==> config.mk <==
export PLATFORM = sky130hd
export DESIGN_NAME = binario_a_ascii
export DESIGN_NICKNAME = d
export VERILOG_FILES = /design/src/rtl/binario_ascii_pkg.sv /design/src/rtl/binario_a_ascii_ajuste.sv /design/src/rtl/binario_a_ascii.sv
export SDC_FILE = /design/constraint.sdc
export NUM_CORES = 1
export LEC_CHECK = 0
export BUFFER_PORTS_ARGS = -buffer_cell sky130_fd_sc_hd__buf_2
export CAP_MARGIN = 10
export CORE_UTILIZATION = 51
export CTS_CLUSTER_DIAMETER = 60
export DETAILED_ROUTE_END_ITERATION = 8
export HOLD_SLACK_MARGIN = 0.06
export PLACE_DENSITY = 0.74
export SKIP_CTS_REPAIR_TIMING = 1
export SLEW_MARGIN = 20
export SYNTH_ARGS = -nofsm -noshare
export SYNTH_HDL_FRONTEND = slang
export SYNTH_SLANG_ARGS = --single-unit
==> constraint.sdc <==
create_clock -name clk -period 2.5 [get_ports clk]
set_clock_uncertainty 0.05 [all_clocks]
set_input_delay 0.375 -clock clk [delete_from_list [all_inputs] [get_ports clk]]
set_output_delay 0.375 -clock clk [all_outputs]
set_load 0.01 [all_outputs]
==> src/rtl/binario_ascii_pkg.sv <==
// Shared types and constants for the binary to decimal-ASCII converter.
// Holds the FSM state type, the character slot index and ASCII helpers.
package binario_ascii_pkg;

    typedef enum logic [1:0] {
        IDLE,
        CONVERTIR,
        ENVIAR,
        FIN
    } estado_t;

    // Slot of the character currently offered on the byte stream.
    typedef enum logic [1:0] {
        IDX_C,
        IDX_D,
        IDX_U,
        IDX_CR
    } indice_t;

    localparam logic [7:0] ASCII_CERO = 8'h30;
    localparam logic [7:0] ASCII_CR   = 8'h0D;
    localparam int         N_BITS     = 8;
    localparam int         N_DIGITOS  = 3;

    // ASCII code for a given slot, built from the three BCD digits.
    function automatic logic [7:0] caracter(
        input indice_t    idx,
        input logic [3:0] c,
        input logic [3:0] d,
        input logic [3:0] u
    );
        logic [7:0] r;
        case (idx)
            IDX_C:   r = ASCII_CERO + {4'h0, c};
            IDX_D:   r = ASCII_CERO + {4'h0, d};
            IDX_U:   r = ASCII_CERO + {4'h0, u};
            default: r = ASCII_CR;
        endcase
        return r;
    endfunction

endpackage

==> src/rtl/binario_a_ascii_ajuste.sv <==
// Double-dabble correction cell: add 3 to a BCD nibble that is 5 or more.
// Inputs never exceed 9, so the result always fits in 4 bits.
module ajuste_bcd (
    input  logic [3:0] digito_i,
    output logic [3:0] digito_o
);

    assign digito_o = (digito_i >= 4'd5) ? digito_i + 4'd3 : digito_i;

endmodule

==> src/rtl/binario_a_ascii.sv <==
// Iterative binary to decimal-ASCII converter, one bit per clock,
// then streams the digits MSB first over a valid/ready byte port.
module binario_a_ascii
    import binario_ascii_pkg::*;
#(
    parameter bit SUPRIMIR_CEROS = 1'b1,
    parameter bit ENVIAR_CR      = 1'b0
) (
    input  logic                clk,
    input  logic                rst_n,
    input  logic                start,
    input  logic [N_BITS-1:0]   N,
    output logic                busy,
    output logic                done,
    output logic [3:0]          Dc,
    output logic [3:0]          Dd,
    output logic [3:0]          Du,
    output logic [7:0]          char_out,
    output logic                char_valid,
    input  logic                char_ready
);

    localparam int BCD_W = 4 * N_DIGITOS;

    estado_t            estado_q;
    logic [N_BITS-1:0]  bin_q;
    logic [BCD_W-1:0]   bcd_q;
    logic [2:0]         cnt_q;
    indice_t            idx_q;
    logic [3:0]         dc_q, dd_q, du_q;
    logic               busy_q, done_q, valid_q;
    logic [7:0]         char_q;

    logic [BCD_W-1:0]        bcd_aj;
    logic [BCD_W+N_BITS-1:0] despl;
    logic [BCD_W-1:0]        bcd_d;
    logic [N_BITS-1:0]       bin_d;
    indice_t                 primer_d;
    indice_t                 idx_d;
    logic                    ultimo;

    for (genvar g = 0; g < N_DIGITOS; g++) begin : g_ajuste
        ajuste_bcd u_ajuste (
            .digito_i (bcd_q[4*g +: 4]),
            .digito_o (bcd_aj[4*g +: 4])
        );
    end

    assign despl = {bcd_aj, bin_q} << 1;
    assign bcd_d = despl[BCD_W+N_BITS-1:N_BITS];
    assign bin_d = despl[N_BITS-1:0];
    assign idx_d = indice_t'(idx_q + 2'd1);

    // Last slot of the string: units, or the trailing CR when enabled.
    assign ultimo = (idx_q == IDX_CR) ||
                    ((idx_q == IDX_U) && !ENVIAR_CR);

    // First slot to send, skipping leading zeros when suppression is on.
    always_comb begin
        primer_d = IDX_C;
        if (SUPRIMIR_CEROS) begin
            if (bcd_d[11:8] != 4'h0)
                primer_d = IDX_C;
            else if (bcd_d[7:4] != 4'h0)
                primer_d = IDX_D;
            else
                primer_d = IDX_U;
        end
    end

    // Control FSM with conversion datapath and registered outputs.
    always_ff @(posedge clk or negedge rst_n) begin
        if (!rst_n) begin
            estado_q <= IDLE;
            bin_q    <= '0;
            bcd_q    <= '0;
            cnt_q    <= '0;
            idx_q    <= IDX_C;
            dc_q     <= '0;
            dd_q     <= '0;
            du_q     <= '0;
            busy_q   <= 1'b0;
            done_q   <= 1'b0;
            valid_q  <= 1'b0;
            char_q   <= '0;
        end else begin
            case (estado_q)
                IDLE: begin
                    if (start) begin
                        bin_q    <= N;
                        bcd_q    <= '0;
                        cnt_q    <= '0;
                        busy_q   <= 1'b1;
                        estado_q <= CONVERTIR;
                    end
                end
                CONVERTIR: begin
                    bin_q <= bin_d;
                    bcd_q <= bcd_d;
                    cnt_q <= cnt_q + 3'd1;
                    if (cnt_q == 3'd7) begin
                        dc_q     <= bcd_d[11:8];
                        dd_q     <= bcd_d[7:4];
                        du_q     <= bcd_d[3:0];
                        idx_q    <= primer_d;
                        char_q   <= caracter(primer_d, bcd_d[11:8],
                                             bcd_d[7:4], bcd_d[3:0]);
                        valid_q  <= 1'b1;
                        estado_q <= ENVIAR;
                    end
                end
                ENVIAR: begin
                    if (valid_q && char_ready) begin
                        if (ultimo) begin
                            valid_q  <= 1'b0;
                            done_q   <= 1'b1;
                            estado_q <= FIN;
                        end else begin
                            idx_q  <= idx_d;
                            char_q <= caracter(idx_d, dc_q, dd_q, du_q);
                        end
                    end
                end
                FIN: begin
                    done_q   <= 1'b0;
                    busy_q   <= 1'b0;
                    estado_q <= IDLE;
                end
                default: estado_q <= IDLE;
            endcase
        end
    end

    assign busy       = busy_q;
    assign done       = done_q;
    assign Dc         = dc_q;
    assign Dd         = dd_q;
    assign Du         = du_q;
    assign char_out   = char_q;
    assign char_valid = valid_q;

endmodule
Yosys cells after proc, flatten, opt, wreduce, memory -nomap -nowiden
Index checks and enable logic that the tools add are counted.
{"block": "totals", "ff_bits": 50, "input_bits": 12}
{"block": "classes", "add_sub_neg": 11, "n_lt_le_gt_ge": 3, "eq_ne": 15, "n_mux": 35, "n_reduce_logical": 18}
{"cell": "$add A6 B4 Y7 const A", "n": 6}
{"cell": "$pmux W7 S3", "n": 2}
{"cell": "$mux W8", "n": 4}
{"cell": "$pmux W8 S2", "n": 2}
{"cell": "$pmux W12 S2", "n": 1}
{"cell": "$mux W2", "n": 9}
{"cell": "$eq A2 B2 Y1 const B", "n": 6}
{"cell": "$ge A4 B3 Y1 const B", "n": 3}
{"cell": "$mux W12", "n": 1}
{"cell": "$reduce_and A4 Y1", "n": 3}
{"cell": "$ne A2 B2 Y1 const B", "n": 5}
{"cell": "$add A4 B2 Y4 const B", "n": 2}
{"cell": "$mux W4", "n": 2}
{"cell": "$pmux W2 S4", "n": 1}
{"cell": "$reduce_bool A2 Y1", "n": 4}
{"cell": "$reduce_bool A4 Y1", "n": 2}
{"cell": "$eq A2 B1 Y1 const B", "n": 3}
{"cell": "$logic_not A2 Y1", "n": 3}
{"cell": "$mux W1", "n": 6}
{"cell": "$mux W3", "n": 2}
{"cell": "$pmux W1 S2", "n": 3}
{"cell": "$pmux W3 S2", "n": 1}
{"cell": "$reduce_and A2 Y1", "n": 3}
{"cell": "$pmux W2 S2", "n": 1}
{"cell": "other kinds (7)", "n": 7}

Logic depth before layout (Yosys ltp)
Gate-level depths: netlist (run 1).
{"block": "depth", "ltp_word": 9, "ltp_mapped": 7, "ltp_nobuf": 7}

Cells and area by module
A second synthesis (run 1) with hierarchy kept.
{"block": "hier_totals", "cells_unflattened": 251, "hier_area_um2": 2646.3}
{"mod": "binario_a_ascii", "instances": 1, "cells_per_inst": 203, "area_per_inst_um2": 2342.2}
{"mod": "ajuste_bcd", "instances": 3, "cells_per_inst": 16, "area_per_inst_um2": 101.3}

Least setup slack after synthesis (run 1)
OpenSTA, ideal clock, no wires.
{"block": "synth_path", "path_kind": "register -> register", "startpoint": "register bcd_q[8]", "endpoint": "register char_q[0], in the netlist char_out[0]", "setup_ns": 0.096, "arrival_time_ns": 2.021, "slack_ns": 0.333, "stages_incl_launch_ff": 8, "n_path_buf": 0, "path_cell_list": "dfrtp_1 inv_1 ha_1 nand2b_2 a211o_1 a2111oi_4 a21bo_1 a311oi_2"}
{"block": "synth_via", "elab_chain_len": 8, "elab_cells_between_ends": 11}
{"element": "start, declared", "line": "binario_a_ascii.sv:27", "text": "logic [BCD_W-1:0] bcd_q;"}
{"element": "start signal, assigned", "line": "binario_a_ascii.sv:76", "text": "bcd_q <= '0;"}
{"element": "start signal, assigned", "line": "binario_a_ascii.sv:91", "text": "bcd_q <= '0;"}
{"element": "start signal, assigned", "line": "binario_a_ascii.sv:99", "text": "bcd_q <= bcd_d;"}
{"element": "$ge A4 B3 Y1 or $add A3 B2 Y3 (tied branches)", "line": "binario_a_ascii_ajuste.sv:8", "text": "assign digito_o = (digito_i >= 4'd5) ? digito_i + 4'd3 : digito_i;"}
{"element": "$mux W3 (*)", "line": "binario_a_ascii_ajuste.sv:8"}
{"element": "$reduce_bool A4 Y1 (*)", "line": "binario_a_ascii.sv:62", "text": "if (bcd_d[11:8] != 4'h0)"}
{"element": "$mux W2 (*)", "line": "binario_a_ascii.sv:62"}
{"element": "$eq A2 B2 Y1 (tied with other cells)", "line": "binario_ascii_pkg.sv:33", "text": "case (idx)"}
{"element": "$pmux W7 S3 (*)", "line": "binario_ascii_pkg.sv:33"}
{"element": "$mux W8 (*)", "line": "binario_a_ascii.sv:101", "text": "if (cnt_q == 3'd7) begin"}
{"element": "$pmux W8 S2 (*)", "line": "binario_a_ascii.sv:87", "text": "case (estado_q)"}
{"element": "end signal, assigned", "line": "binario_a_ascii.sv:106", "text": "char_q <= caracter(primer_d, bcd_d[11:8],"}
{"element": "end signal, assigned", "line": "binario_a_ascii.sv:120", "text": "char_q <= caracter(idx_d, dc_q, dd_q, du_q);"}
{"element": "end, declared", "line": "binario_a_ascii.sv:32", "text": "logic [7:0] char_q;"}
Mark *: on every way between the ends. The rest lies on a longest branch, timed or not. The select of a mux whose other input is x is not followed.
A chain may end at the register's enable or synchronous reset.

Worst setup path after layout (run 1)
Ends and elaborated chain as after synthesis.

==> flow_metrics.py, run 1 <==
metrics = {
    "placed_design": {
        "port-buffer-count": 32,
        "gp_congestion": 0.850,
        "detailedPlacementHpwl_mm": 4.22,
        "placedInstanceArea_sq_um": 2950,
    },
    "floorplanning": {
        "area_enclosed_by_the_die_boundary_sq_um": 5660,
        "io_pins": 35,
        "placement_rows": 26,
        "fp.coreArea_sq_um": 5140,
        "initial_utilization": 0.532,
        "chipWidth_microns": 75.2,
        "dieHeight_microns": 75.2,
    },
    "worst_setup_path": {
        "cpPeakStageDelay_ps": 440,
        "criticalPathCategory": "flop to flop",
        "crit_path_end_kind": "flop",
        "crit_start": "bcd_q[8]",
        "crit_path_top_delay_cell": "dfrtp_1",
        "cp-start-kind": "flop",
        "worstPathArrival_ps": 2460,
        "worst_path_required_time_ps": 2670,
        "setup.reg_to_reg.worst_slack_ps": 210,
        "regToRegStartpoint": "bcd_q[8]",
        "crit_chain": "inv_1, ha_1, nand2b_2, a211o_1, a2111oi_4, a21bo_1, a311oi_2",
        "crit_fanout": 7,
        "rr_worst_depth": 7,
    },
    "route": {
        "final_antenna_net_count": 0,
        "post_drt_wl_per_cell_microns": 14.4,
        "detail_route.wirelength_mm": 5.63,
        "number_of_drc_markers_after_the_initial_detailed_route_iteration": 206,
        "drtPass1Iterations": 4,
        "vias": 2167,
        "detailed_route_vias_per_instance": 5.56,
        "drc_errors": 0,
    },
    "global_route": {
        "grt_overflow": 0,
        "first_global_vias": 1946,
        "first_pass_grt_wire_length_mm": 9.23,
        "initial_antenna_violation_count": 0,
        "grt.total_usage": 0.218,
        "grt_max_degree": 30,
    },
    "pwr": {
        "vdd.ir_drop.worst_uv": 488,
        "comb_power_share": 0.513,
        "cell_internal_power_uw": 2080,
        "power_switching_share": 0.421,
        "power.share.clock": 0.155,
        "pwr-share-seq": 0.331,
        "cellLeakagePower_uw": 0.00139,
        "p_per_area_nw_per_um2": 1170,
        "total_power_uw": 3590,
        "total_switching_power_uw": 1510,
    },
    "clock_tree": {
        "tritoncts_num_sinks": 47,
        "clock_latency_ps": 310,
        "cts_max_path_buffers": 2,
        "cts.htree.levels": 2,
        "cts_root_buf": "clkbuf_8",
        "cts_tree": "done",
        "clock_transition_at_the_register_clock_pins_on_the_worst_setup_and_hold_paths_after_cts_ps": 100,
        "numCtsBuffers": 5,
    },
    "sta": {
        "timing_max_transition_violations_final": 0,
        "worst_slew_pin_slew_ps": 580,
        "finalCritPeriodShare": 0.916,
        "setup_violations": 0,
        "grt_setup_unrepaired": "false",
        "totalNegativeSetupSlack_ps": 0,
        "max_clock_freq_ghz": 0.437,
        "slew_headroom": 0.610,
        "final_hold_viol_count": 0,
        "period_needed_ps": 2290,
    },
    "logic_synthesis": {
        "number_of_synthesized_register_bits": 47,
        "dominantRegCellSynth": "dfrtp_1",
        "synth-warning-count": 0,
        "postSynthCellCount": 286,
        "ys_seq_area_frac": 0.430,
        "postSynthAreaPerCell_sq_um": 9.56,
        "async_reset_ff_frac": 1.00,
        "synth_area_sq_um": 2730,
        "yosys.cell_types.count": 52,
        "synth-edff-count": 0,
    },
    "cells_and_area": {
        "finish.instance_area_sq_um": 3060,
        "num_antenna_cells": 0,
        "synthToLayoutAreaGrowth_pct": 12.1,
        "design.final.nets": 349,
        "post_route_cells_drive_above_1_share": 0.200,
        "post-route-util": 0.596,
        "fillers": 476,
    },
    "hold_path": {
        "timing.hold.worst.class": "primary input to async pin",
    },
    "run": {
        "drv_cap": 0,
    },
    "run_status": {
        "outcome": "complete, no violations",
    },
}
==> cell families (layout without fill, tap and decap cells) <==
| kind of cell | Yosys count | in the layout | share of synthesized area |
|---|---|---|---|
| AOI/OAI and AO/OA | 86 | 86 | 0.208 |
| and+or+nand+nor | 89 | 89 | 0.158 |
| buffers and inverters | 28 | 61 | 0.0586 |
| other | 1 | 2 | 0.00137 |
| xor gates and xnor gates | 3 | 3 | 0.00961 |
| muxes | 15 | 15 | 0.0558 |
| adders and majority gates | 17 | 17 | 0.0778 |
| DFF | 47 | 47 | 0.430 |
==> cell usage after synthesis, drive strengths merged, types with 5 or more instances <==
cell type / number / area (sq um)
dfrtp: 47 / 1180
nand2: 46 / 173
o21ai: 41 / 205
ha: 17 / 213
inv: 13 / 48.8
mux2i: 13 / 130
a21oi: 12 / 63.8
clkbuf: 8 / 40.0
nand2b: 7 / 46.3
buf: 6 / 38.8
nor2: 6 / 22.5
nand3: 5 / 25.0
nor2b: 5 / 31.3
nor3: 5 / 25.0
==> final timing paths <==
path / to
setup / recovery: char_out[0]
hold / removal: estado_q[0]
setup reg to reg: char_out[0]
hold reg to reg: bin_q[6]
max in group asynchronous: bcd_q[4]
min in group clk: bin_q[6]
==> power by group through the flow <==
stage / clock, uW / sequential, uW / combinational [uW]
after detailed placement: 0 / 1200 / 1800
after global routing: 587 / 1230 / 2060
after CTS: 558 / 1190 / 1810
after global placement: 0 / 1190 / 1740
after floorplan: 0 / 1160 / 1370
final: 557 / 1190 / 1840
==> sequential cells by signal, indices dropped and copies added, names as in the netlist, 2 cells and up <==
register  cells
Dc            4
Dd            4
Du            4
bcd_q        12
bin_q         8
char_out      5
cnt_q         3
estado_q      2
idx_q         2
==> layer usage <==
metal  global-route usage  share of wire  vias up  routed length [microns]
met5                    0              0        -                        0
met1                0.301           0.48     1039                     2700
li1                     -              -     1064                        -
met2                0.347           0.47       54                     2630
met3               0.0415          0.039       10                      221
met4               0.0658          0.014        0                       77
==> stage by stage <==
stage,std cells,setup slack [ps],hold WS [ps]
after floorplan,287,333,29.4
after detailed placement,382,132,367
after CTS,389,118,40.8
final,390,210,9.65
after global routing,390,89.3,64.4
after global placement,382,240,368
==> cell type report <==
type | count | area [sq um] | share of cell area
inverters | 13 | 48.8 | 0.0159
clock buffers | 5 | 68.8 | 0.0225
flip-flops and latches | 47 | 1180 | 0.384
multi-input cells | 212 | 1410 | 0.459
well taps | 70 | 87.6 | 0.0286
repair buffers | 41 | 240 | 0.0784
clock inverters | 2 | 37.5 | 0.0122
==> cells in the final DEF (no fill, tap or decap), drive strengths merged, types with 2 or more instances in the layout <==
master	instances
and2	2
nand2b	7
nor2b	5
nor3b	4
a221oi	2
ha	17
nand3	5
o21ai	41
dfrtp	47
conb	2
a211o	2
mux2	2
a22oi	4
nand2	46
inv	13
o31ai	2
or2	2
a22o	4
and2b	2
a31oi	4
xnor2	3
buf	41
a21bo	2
nor2	6
nor3	5
mux2i	13
a21oi	12
o21ba	2
clkbuf	5
==> critical path, delay by kind of cell (launching register included) <==
kind	cells	cell delay, ps
buffers and inverters	1	100
AND/OR/NAND/NOR	1	110
adder cells (fa/ha/maj)	1	280
AO/OA/AOI/OAI	4	1230
flip-flops	1	440
Power figures use the tool's default switching activity.
==> run 2: changes to the inputs <==
CELL_PAD_IN_SITES_DETAIL_PLACEMENT = 0   (was not set)
CELL_PAD_IN_SITES_GLOBAL_PLACEMENT = 1   (was not set)
CORE_UTILIZATION = 45   (was 51)
PLACE_DENSITY = 0.82   (was 0.74)
==> run 2 against run 1 <==
Wire length up 1.2%. Via count shrank 2.9%. Flip-flop and latch count stayed put. Critical endpoint unchanged. Worst setup slack lost 54 ps. Sequential share of layout area down 0.16 points. Global-route usage down 2.0 points. Clock power is 3% lower. Total power down 1.2%. Maximum frequency is 2.3% lower. Count of clock-buffer cells in the layout rose by 1. The run now ends with design-rule violations left. Combinational power about the same. Worst hold slack improved by 300 ps. Largest power group unchanged.
==> flow_metrics.py, run 2 (synthesis gave the netlist of run 1 again) <==
metrics = {
    "route": {
        "met1_length_mm": 2.90,
        "vias": 2104,
        "drtPass1Iterations": 6,
        "post_drt_wl_per_cell_microns": 14.4,
        "detailed_route_vias_per_instance": 5.31,
        "number_of_drc_markers_after_the_initial_detailed_route_iteration": 138,
        "routed_length_on_met3_microns": 194,
        "final_antenna_net_count": 0,
        "detail_route.wirelength_mm": 5.70,
        "top_layer_used": "met4",
        "met2RoutedLength_mm": 2.53,
        "drc_errors": 1,
    },
    "placed_design": {
        "post-place-cells": 388,
        "detailedPlacementHpwl_mm": 4.32,
        "port-buffer-count": 32,
        "placedInstanceArea_sq_um": 2960,
        "gp_congestion": 0.849,
    },
    "sta": {
        "max_clock_freq_ghz": 0.427,
        "timing_max_transition_violations_final": 0,
        "final_hold_viol_count": 0,
        "period_needed_ps": 2340,
        "setup_violations": 0,
        "totalNegativeSetupSlack_ps": 0,
        "grt_setup_unrepaired": "false",
        "worst_slew_pin_slew_ps": 573,
        "finalHoldWorstSlack_ps": 308,
        "finalCritPeriodShare": 0.938,
        "slew_headroom": 0.615,
    },
    "cells_and_area": {
        "largest-register": "bcd_q",
        "leading_cell_type_in_the_layout_fill_and_taps_excluded": "dfrtp_1",
        "mostFrequentLayoutCells": "47 x dfrtp_1, 46 x nand2_1, 41 x o21ai_0",
        "design.final.nets": 350,
        "synthToLayoutAreaGrowth_pct": 12.5,
        "largest_reg_flops": 12,
        "final_cell_count_no_fill": 396,
        "post_route_cells_drive_above_1_share": 0.196,
        "num_antenna_cells": 0,
        "finish.instance_area_sq_um": 3080,
    },
    "floorplanning": {
        "area_enclosed_by_the_die_boundary_sq_um": 6390,
        "placement_rows": 28,
        "fp.coreArea_sq_um": 5890,
        "io_pins": 35,
        "initial_utilization": 0.464,
        "chipWidth_microns": 79.9,
        "dieHeight_microns": 79.9,
    },
    "global_route": {
        "grt_overflow": 0,
        "first_global_vias": 1947,
        "first_pass_grt_wire_length_mm": 9.65,
        "grt_max_degree": 48,
        "grt.total_usage": 0.198,
        "initial_antenna_violation_count": 0,
    },
    "pwr": {
        "p_per_area_nw_per_um2": 1150,
        "cellLeakagePower_uw": 0.00140,
        "vdd.ir_drop.worst_uv": 464,
    },
    "run_status": {
        "outcome": "finished with violations",
        "violations_in_the_final_reports": "design-rule violations",
    },
    "worst_setup_path": {
        "crit_path_end_kind": "flop",
        "cp-start-kind": "flop",
        "worst_path_required_time_ps": 2660,
        "criticalPathCategory": "flop to flop",
        "crit_fanout": 7,
        "worstPathArrival_ps": 2500,
    },
    "clock_tree": {
        "clock_latency_ps": 300,
        "cts_max_path_buffers": 2,
        "tritoncts_num_sinks": 47,
        "numCtsBuffers": 5,
        "cts_root_buf": "clkbuf_8",
        "cts_tree": "done",
        "clock_transition_at_the_register_clock_pins_on_the_worst_setup_and_hold_paths_after_cts_ps": 90,
        "cts.htree.levels": 2,
    },
    "hold_path": {
        "timing.hold.worst.class": "primary input to flop",
    },
    "run": {
        "drv_cap": 0,
    },
}
## run 2: cell count changes in the layout (fill, tap and decap cells not counted), sizes merged
cell,before,now
dlygate4sd3,0,1
clkinvlp,1,0
clkbuf,5,6
## run 2: where the power goes
group          internal (uW)  leakage (uW)  switching [uW]  total, uW
registers                982      0.000603             206       1190
clock network            293     0.0000513             248        541
logic                    787      0.000746            1030       1810
total                   2060       0.00140            1480       3540
## run 2: cell type report
| type | count | area [sq um] |
|---|---|---|
| clock inverter | 1 | 30.0 |
| multi-input combinational | 212 | 1410 |
| clock buffer | 6 | 72.6 |
| fill | 560 | 2810 |
| timing repair buffer | 42 | 250 |
| tap | 75 | 93.8 |
| sequential | 47 | 1180 |
| inverter | 13 | 48.8 |
## run 2: path summary, 6_finish.rpt
path | startpoint | slack (ps) | endpoint | depth (start not counted)
max | bcd_q[8] | 160 | char_out[0] | 7
min | N[4] | 310 | bin_q[4] | 3
max reg2reg | bcd_q[8] | 160 | char_out[0] | 7
min reg2reg | bin_q[3] | 440 | bin_q[3] | 2
max in group asynchronous | rst_n | 1650 | bcd_q[4] | 3
min in group asynchronous | rst_n | 520 | estado_q[1] | 3
## run 2: per-layer routing
layer,global-route usage,vias to the layer above
li1,-,1067
met1,0.282,994
met2,0.299,36
met3,0.0411,7
met4,0.0607,0
met5,0,-
## run 2: through the flow
stage	total power [uW]	worst slack [ps]	util
6_report	3540	156	0.523
5_1_grt	3850	26.3	0.523
4_1_cts	3570	163	0.521
3_5_place_dp	3020	181	0.504
3_3_place_gp	2970	247	0.504
2_1_floorplan	2530	333	-
## run 2: worst max-delay path, stage by stage (launching register included)
cell	delay [ps]
dfrtp_1	440
inv_1	100
ha_1	270
nand2b_2	110
a211o_1	350
a2111oi_4	430
a21bo_1	270
a311oi_2	240
